File: src/rtl/car_motion.sv
`default_nettype none
// ============================================================================
// Module      : car_motion
// Description : Turns the direction stage's go/dir request into paced car
//               sprite moves. A frame-tick counter sets the step rate. Each
//               step runs erase -> update -> redraw against the VGA drawer
//               through a req/done handshake. The committed heading is fed
//               back to the direction stage as current_dir.
// Revision    : 1.0 - initial release
// ----------------------------------------------------------------------------
// Ports
//   clock       in   system clock, rising edge
//   resetn      in   asynchronous active-low reset
//   frame_tick  in   one-cycle pulse per video frame
//   go[1:0]     in   00/01 stop, 11 forward, 10 backward
//   dir[2:0]    in   requested heading (0=N, counter-clockwise to 7=NE)
//   draw_done   in   drawer completion (pulse or level)
//   x[X_W-1:0]  out  current car x
//   y[Y_W-1:0]  out  current car y
//   current_dir out  committed heading
//   erase_req   out  erase sprite at x,y
//   draw_req    out  draw sprite at x,y with current_dir
//   busy        out  high whenever the sequencer is not idle
//   hit_wall    out  one-cycle pulse when an axis was clamped
//   step_done   out  one-cycle pulse when a step has been redrawn
// ============================================================================
module car_motion #(
  parameter int X_W             = 8,
  parameter int Y_W             = 7,
  parameter int X_MAX           = 159,
  parameter int Y_MAX           = 119,
  parameter int X_INIT          = 80,
  parameter int Y_INIT          = 60,
  parameter int STEP            = 1,
  parameter int FRAMES_PER_STEP = 4
) (
  input  logic           clock,
  input  logic           resetn,
  input  logic           frame_tick,
  input  logic [1:0]     go,
  input  logic [2:0]     dir,
  input  logic           draw_done,
  output logic [X_W-1:0] x,
  output logic [Y_W-1:0] y,
  output logic [2:0]     current_dir,
  output logic           erase_req,
  output logic           draw_req,
  output logic           busy,
  output logic           hit_wall,
  output logic           step_done
);

  localparam int CNT_W = (FRAMES_PER_STEP > 1) ? $clog2(FRAMES_PER_STEP) : 1;

  localparam logic [CNT_W-1:0]      c_cnt_last = CNT_W'(FRAMES_PER_STEP - 1);
  localparam logic [X_W-1:0]        c_x_init   = X_W'(X_INIT);
  localparam logic [Y_W-1:0]        c_y_init   = Y_W'(Y_INIT);
  localparam logic signed [X_W+1:0] c_x_max    = (X_W+2)'(X_MAX);
  localparam logic signed [Y_W+1:0] c_y_max    = (Y_W+2)'(Y_MAX);
  localparam logic signed [X_W+1:0] c_step_x   = (X_W+2)'(STEP);
  localparam logic signed [Y_W+1:0] c_step_y   = (Y_W+2)'(STEP);

  typedef enum logic [1:0] {
    ST_IDLE   = 2'd0,
    ST_ERASE  = 2'd1,
    ST_UPDATE = 2'd2,
    ST_DRAW   = 2'd3
  } state_t;

  state_t                r_state;
  state_t                w_state_nxt;
  logic [CNT_W-1:0]      r_frame_cnt;
  logic [CNT_W-1:0]      w_cnt_nxt;
  logic [X_W-1:0]        r_x;
  logic [Y_W-1:0]        r_y;
  logic [2:0]            r_dir;

  logic                  w_fwd;
  logic                  w_bwd;
  logic                  w_moving;
  logic signed [1:0]     w_hx;
  logic signed [1:0]     w_hy;
  logic signed [1:0]     w_dx;
  logic signed [1:0]     w_dy;
  logic signed [X_W+1:0] w_nx;
  logic signed [Y_W+1:0] w_ny;
  logic                  w_x_hit;
  logic                  w_y_hit;
  logic [X_W-1:0]        w_x_upd;
  logic [Y_W-1:0]        w_y_upd;
  logic                  w_upd_en;

  assign w_fwd    = (go == 2'b11);
  assign w_bwd    = (go == 2'b10);
  assign w_moving = w_fwd | w_bwd;

  // Heading unit vector; y grows downward so "north" is -1.
  always_comb begin
    w_hx = 2'sb00;
    w_hy = 2'sb00;
    case (dir)
      3'd0: begin w_hx = 2'sb00; w_hy = 2'sb11; end
      3'd1: begin w_hx = 2'sb11; w_hy = 2'sb11; end
      3'd2: begin w_hx = 2'sb11; w_hy = 2'sb00; end
      3'd3: begin w_hx = 2'sb11; w_hy = 2'sb01; end
      3'd4: begin w_hx = 2'sb00; w_hy = 2'sb01; end
      3'd5: begin w_hx = 2'sb01; w_hy = 2'sb01; end
      3'd6: begin w_hx = 2'sb01; w_hy = 2'sb00; end
      default: begin w_hx = 2'sb01; w_hy = 2'sb11; end
    endcase
  end

  // go is consumed directly in UPDATE; a stop seen there yields a zero move
  // while the heading is still committed and the sprite still redrawn.
  always_comb begin
    w_dx = 2'sb00;
    w_dy = 2'sb00;
    if (w_fwd) begin
      w_dx = w_hx;
      w_dy = w_hy;
    end else if (w_bwd) begin
      w_dx = -w_hx;
      w_dy = -w_hy;
    end
  end

  // Two guard bits so both underflow (sign bit) and overflow past MAX are
  // visible before truncation back to the coordinate width.
  assign w_nx = $signed({2'b00, r_x}) + $signed({{X_W{w_dx[1]}}, w_dx}) * c_step_x;
  assign w_ny = $signed({2'b00, r_y}) + $signed({{Y_W{w_dy[1]}}, w_dy}) * c_step_y;

  assign w_x_hit = w_nx[X_W+1] || (w_nx > c_x_max);
  assign w_y_hit = w_ny[Y_W+1] || (w_ny > c_y_max);

  assign w_x_upd = w_x_hit ? r_x : w_nx[X_W-1:0];
  assign w_y_upd = w_y_hit ? r_y : w_ny[Y_W-1:0];

  // Next-state, frame pacing and handshake outputs.
  always_comb begin
    w_state_nxt = r_state;
    w_cnt_nxt   = r_frame_cnt;
    erase_req   = 1'b0;
    draw_req    = 1'b0;
    hit_wall    = 1'b0;
    step_done   = 1'b0;
    w_upd_en    = 1'b0;
    case (r_state)
      ST_IDLE: begin
        if (!w_moving) begin
          w_cnt_nxt = '0;
        end else if (frame_tick) begin
          if (r_frame_cnt == c_cnt_last) begin
            w_cnt_nxt   = '0;
            w_state_nxt = ST_ERASE;
          end else begin
            w_cnt_nxt = r_frame_cnt + CNT_W'(1);
          end
        end
      end
      ST_ERASE: begin
        erase_req = 1'b1;
        if (draw_done) begin
          w_state_nxt = ST_UPDATE;
        end
      end
      ST_UPDATE: begin
        w_upd_en    = 1'b1;
        hit_wall    = w_x_hit | w_y_hit;
        w_state_nxt = ST_DRAW;
      end
      ST_DRAW: begin
        draw_req = 1'b1;
        if (draw_done) begin
          step_done   = 1'b1;
          w_state_nxt = ST_IDLE;
        end
      end
      default: w_state_nxt = ST_IDLE;
    endcase
  end

  always_ff @(posedge clock or negedge resetn) begin
    if (!resetn) begin
      r_state <= ST_IDLE;
    end else begin
      r_state <= w_state_nxt;
    end
  end

  always_ff @(posedge clock or negedge resetn) begin
    if (!resetn) begin
      r_frame_cnt <= '0;
      r_x         <= c_x_init;
      r_y         <= c_y_init;
      r_dir       <= 3'd0;
    end else begin
      r_frame_cnt <= w_cnt_nxt;
      if (w_upd_en) begin
        r_x   <= w_x_upd;
        r_y   <= w_y_upd;
        r_dir <= dir;
      end
    end
  end

  assign x           = r_x;
  assign y           = r_y;
  assign current_dir = r_dir;
  assign busy        = (r_state != ST_IDLE);

endmodule
`default_nettype wire
File: config.mk
export PLATFORM = sky130hd
export DESIGN_NAME = car_motion
export DESIGN_NICKNAME = d
export VERILOG_FILES = /design/src/rtl/car_motion.sv
export SDC_FILE = /design/constraint.sdc
export NUM_CORES = 1
export LEC_CHECK = 0
export ABC_AREA = 1
export ABC_CLOCK_PERIOD_IN_PS = 3390
export CORE_UTILIZATION = 50
export CTS_CLUSTER_SIZE = 14
export DETAILED_ROUTE_END_ITERATION = 8
export DONT_BUFFER_PORTS = 1
export SLEW_MARGIN = 5
export SYNTH_ARGS = -nofsm -noshare
export SYNTH_HDL_FRONTEND = slang
export SYNTH_SLANG_ARGS = --single-unit
export TNS_END_PERCENT = 100
File: constraint.sdc
create_clock -name clock -period 3.39 [get_ports clock]
set_clock_uncertainty 0.15 [all_clocks]
set_input_delay 0.678 -clock clock [delete_from_list [all_inputs] [get_ports clock]]
set_output_delay 0.678 -clock clock [all_outputs]
set_load 0.01 [all_outputs]
==> flow_metrics.env <==
export IMPL_grt_overflow=0
export IMPL_ys_ff_latch=22
export IMPL_fin_area_mm2=0.00255
export IMPL_drt_iter0_drc=148
export IMPL_num_vias=1984
export IMPL_drt_wl_total_um=5190
export IMPL_die_area_mm2=0.00461
export IMPL_period_share=0.997
export IMPL_core_area_mm2=0.00409
export IMPL_vias_per_cell=5.18
export IMPL_worst_slack_ns=0.0106
export IMPL_antenna_found_initial=0
export IMPL_syn_cell_area_mm2=0.00217
export IMPL_synth_top_area_cell="dfrtp_1"
export IMPL_fin_crit_ns=3.38
export IMPL_fin_hold_ws_ns=0.0853
export IMPL_start_kind="input port"
export IMPL_ys_seq_area_frac=0.257
export IMPL_antenna_cells=0
export IMPL_ff2ff_path_depth=14
export IMPL_tritoncts="done"
export IMPL_wl_per_cell_um=13.5
export IMPL_netlist_area_leader_share=0.184
export IMPL_die_y_um=67.9
export IMPL_wl_met1_um=2660
export IMPL_vdd_drop_max_mv=0.498
export IMPL_worst_pin_slew_ns=0.864
export IMPL_clk_pin_slew_ns=0.10
export IMPL_wl_met3_um=321
export IMPL_worst_ep_arrival_time_ns=2.55
export IMPL_htree_levels=1
export IMPL_grt_setup_unrepaired="yes"
export IMPL_first_pass_iters=4
export IMPL_multiInputGateArea_mm2=0.00150
export IMPL_grt_max_degree=20
export IMPL_grt_pass1_vias=1837
export IMPL_postSynthCellCount=312
export IMPL_postRouteAntennaNets=0
export IMPL_power_density_mw_per_mm2=744
export IMPL_initial_core_util=0.532
export IMPL_final_max_slew_viol_count=0
export IMPL_finalHoldViolCount=0
export IMPL_gp_congestion=0.886
export IMPL_leakagePower_nw=1.38
export IMPL_syn_mean_instance_area_um2=6.97
export IMPL_crit_path_end_kind="output port"
export IMPL_die_w_um=67.9
export IMPL_cts_sinks=22
export IMPL_port_buffers=0
export IMPL_fmax_mhz=296
export IMPL_clkLatencyLatePin_ns=0.27
export IMPL_grt_pass1_wl_um=8400
export IMPL_fin_nets=367
export IMPL_dp_cells=377
export IMPL_root_buffer="clkbuf_8"
export IMPL_grt_usage=0.245
export IMPL_maxCapViolCount=0
export IMPL_clockBufferDepth=2
export IMPL_ioPinCount=32
export IMPL_areaGrowthSynthToFinish_pct=17.3
export IMPL_met2_wirelength_um=2180
export IMPL_outcome="completed"
export IMPL_drive_gt1_frac=0.243
export IMPL_dp_slack_ns=-0.0659
export IMPL_synthTopCellsByArea="dfrtp_1 (18%), nand2_1 (18%), ha_1 (13%)"
export IMPL_register_area_um2=558
export IMPL_cp_required_ns=2.56
export IMPL_critPathMaxFanout=5
export IMPL_cts_inserted_buffers=3
export IMPL_dpl_hpwl_um=3820
export IMPL_rows=23
export IMPL_fin_cells=383
export IMPL_yosys_warnings=0
export IMPL_worstSetupPathType="in -> out"
export IMPL_setup_viol=0
export IMPL_relSlewSlack=0.422
export IMPL_synth_distinct_cells=28
export IMPL_post_route_util=0.624
export IMPL_fillCellCount=385
export IMPL_highest_layer="met4"
export IMPL_syn_nets=345
export IMPL_placed_area_mm2=0.00236
export IMPL_hp_class="in -> async"
export IMPL_drc=0
placed cells by master (no fill, tap or decap):
| cell type | synthesis | routed |
|---|---|---|
| a21oi_1 | 5 | 4 |
| a21oi_2 | 1 | 2 |
| and3_4 | 1 | 1 |
| buf_12 | 0 | 2 |
| buf_4 | 0 | 16 |
| clkbuf_1 | 0 | 1 |
| clkbuf_8 | 1 | 3 |
| dfrtp_1 | 16 | 16 |
| dfstp_2 | 6 | 6 |
| dlygate4sd3_1 | 0 | 1 |
| fa_1 | 2 | 1 |
| fa_2 | 0 | 1 |
| ha_1 | 22 | 15 |
| ha_2 | 0 | 1 |
| ha_4 | 0 | 6 |
| inv_1 | 50 | 49 |
| inv_2 | 6 | 7 |
| nand2_1 | 106 | 102 |
| nand2_2 | 9 | 13 |
| nand2_4 | 4 | 4 |
| nand3_1 | 16 | 14 |
| nand3_2 | 4 | 6 |
| nand3_4 | 4 | 4 |
| nand3b_1 | 1 | 1 |
| nand4_1 | 23 | 23 |
| nor2_1 | 15 | 11 |
| nor2_2 | 3 | 6 |
| nor2_4 | 0 | 1 |
| nor3_1 | 1 | 1 |
| nor3_2 | 1 | 1 |
| o21ai_0 | 8 | 8 |
| o21ai_2 | 0 | 1 |
| o41ai_1 | 1 | 1 |
| xnor2_1 | 3 | 3 |
| xor2_1 | 1 | 1 |
Yosys cell counts, drive strengths merged:
cell type and count:
nor3 2, nand3b 1, nor2 18, xor2 1, nand4 23, o41ai 1
o21ai 9, dfstp 6, inv 56, nand3 24, fa 2, dfrtp 16
and3 1, ha 22, a21oi 6, xnor2 3, clkbuf 1, nand2 119
buf 1
critical path: stages:
cell	delay [ns]
inv_1	0.06
nand2_2	0.09
nand2_2	0.07
nand2_2	0.08
nand2_2	0.06
nor2_4	0.25
buf_12	0.17
ha_4	0.21
nor3_2	0.23
nand2_1	0.08
nand3_1	0.11
nand3_2	0.12
nand2_4	0.07
nand2_1	0.06
nor2_2	0.13
nor2_2	0.07
metal layers:
metal / up-vias / track usage
met2: 51 / 0.371
met5: - / 0
met3: 2 / 0.0433
met1: 884 / 0.361
li1: 1047 / -
met4: 0 / 0.0469
logic make-up (layout without fill, tap and decap cells):
logic type,after synthesis,count (layout),synth area share
flip-flops,22,22,0.257
adder cells (fa/ha/maj),24,24,0.145
AO/OA/AOI/OAI,16,16,0.0403
XOR/XNOR,4,4,0.0161
buffers and inverters,58,79,0.108
AND/OR/NAND/NOR,188,188,0.434
report_power, final:
part	leakage [nW]	switching [W]	total [W]	internal, W
logic	1.09	0.000682	0.00114	0.000459
registers	0.266	0.000171	0.000575	0.000404
clock network	0.0228	0.0000969	0.000181	0.0000840
total	1.38	0.000951	0.00190	0.000947
metrics by stage:
stage | total power (W) | TNS, ns
floorplan | 0.00135 | 0
global placement | 0.00163 | -0.0928
detailed placement | 0.00164 | -0.0659
CTS | 0.00185 | 0
global route | 0.00209 | -0.168
finish | 0.00190 | 0
registers in the layout, indices dropped and copies added, names as in the netlist:
| register | cells |
|---|---|
| r_frame_cnt | 2 |
| y | 7 |
| x | 8 |
| current_dir | 3 |
| r_state | 2 |
repair_timing:
item | in CTS | in global routing
hold buffers | 1 | 0
gates resized for setup | 5 | 17
pin swaps | 2 | 5
hold endpoints to repair | 16 | 0
buffers inserted | 1 | 0
setup endpoints to repair | 1 | 1
path summary, 6_finish.rpt:
path	slack, ns	endpoint	start
setup / recovery	0.01	hit_wall	dir[1]
hold / removal	0.09	x[6]$_DFFE_PN1P_	resetn
setup reg to reg	0.89	x[2]$_DFFE_PN0P_	x[0]$_DFFE_PN0P_
hold reg to reg	0.34	r_frame_cnt[0]$_DFFE_PN0P_	r_frame_cnt[0]$_DFFE_PN0P_
max in group asynchronous	1.74	y[1]$_DFFE_PN0P_	resetn
min in group clock	0.34	r_frame_cnt[0]$_DFFE_PN0P_	r_frame_cnt[0]$_DFFE_PN0P_
area by class of cell:
| type | instances | share of cell area |
|---|---|---|
| clock buffer | 4 | 0.0177 |
| multi-input combinational | 232 | 0.590 |
| tap | 50 | 0.0245 |
| timing repair buffer | 19 | 0.0668 |
| inverter | 56 | 0.0825 |
| sequential | 22 | 0.219 |
Power figures use the tool's default switching activity.
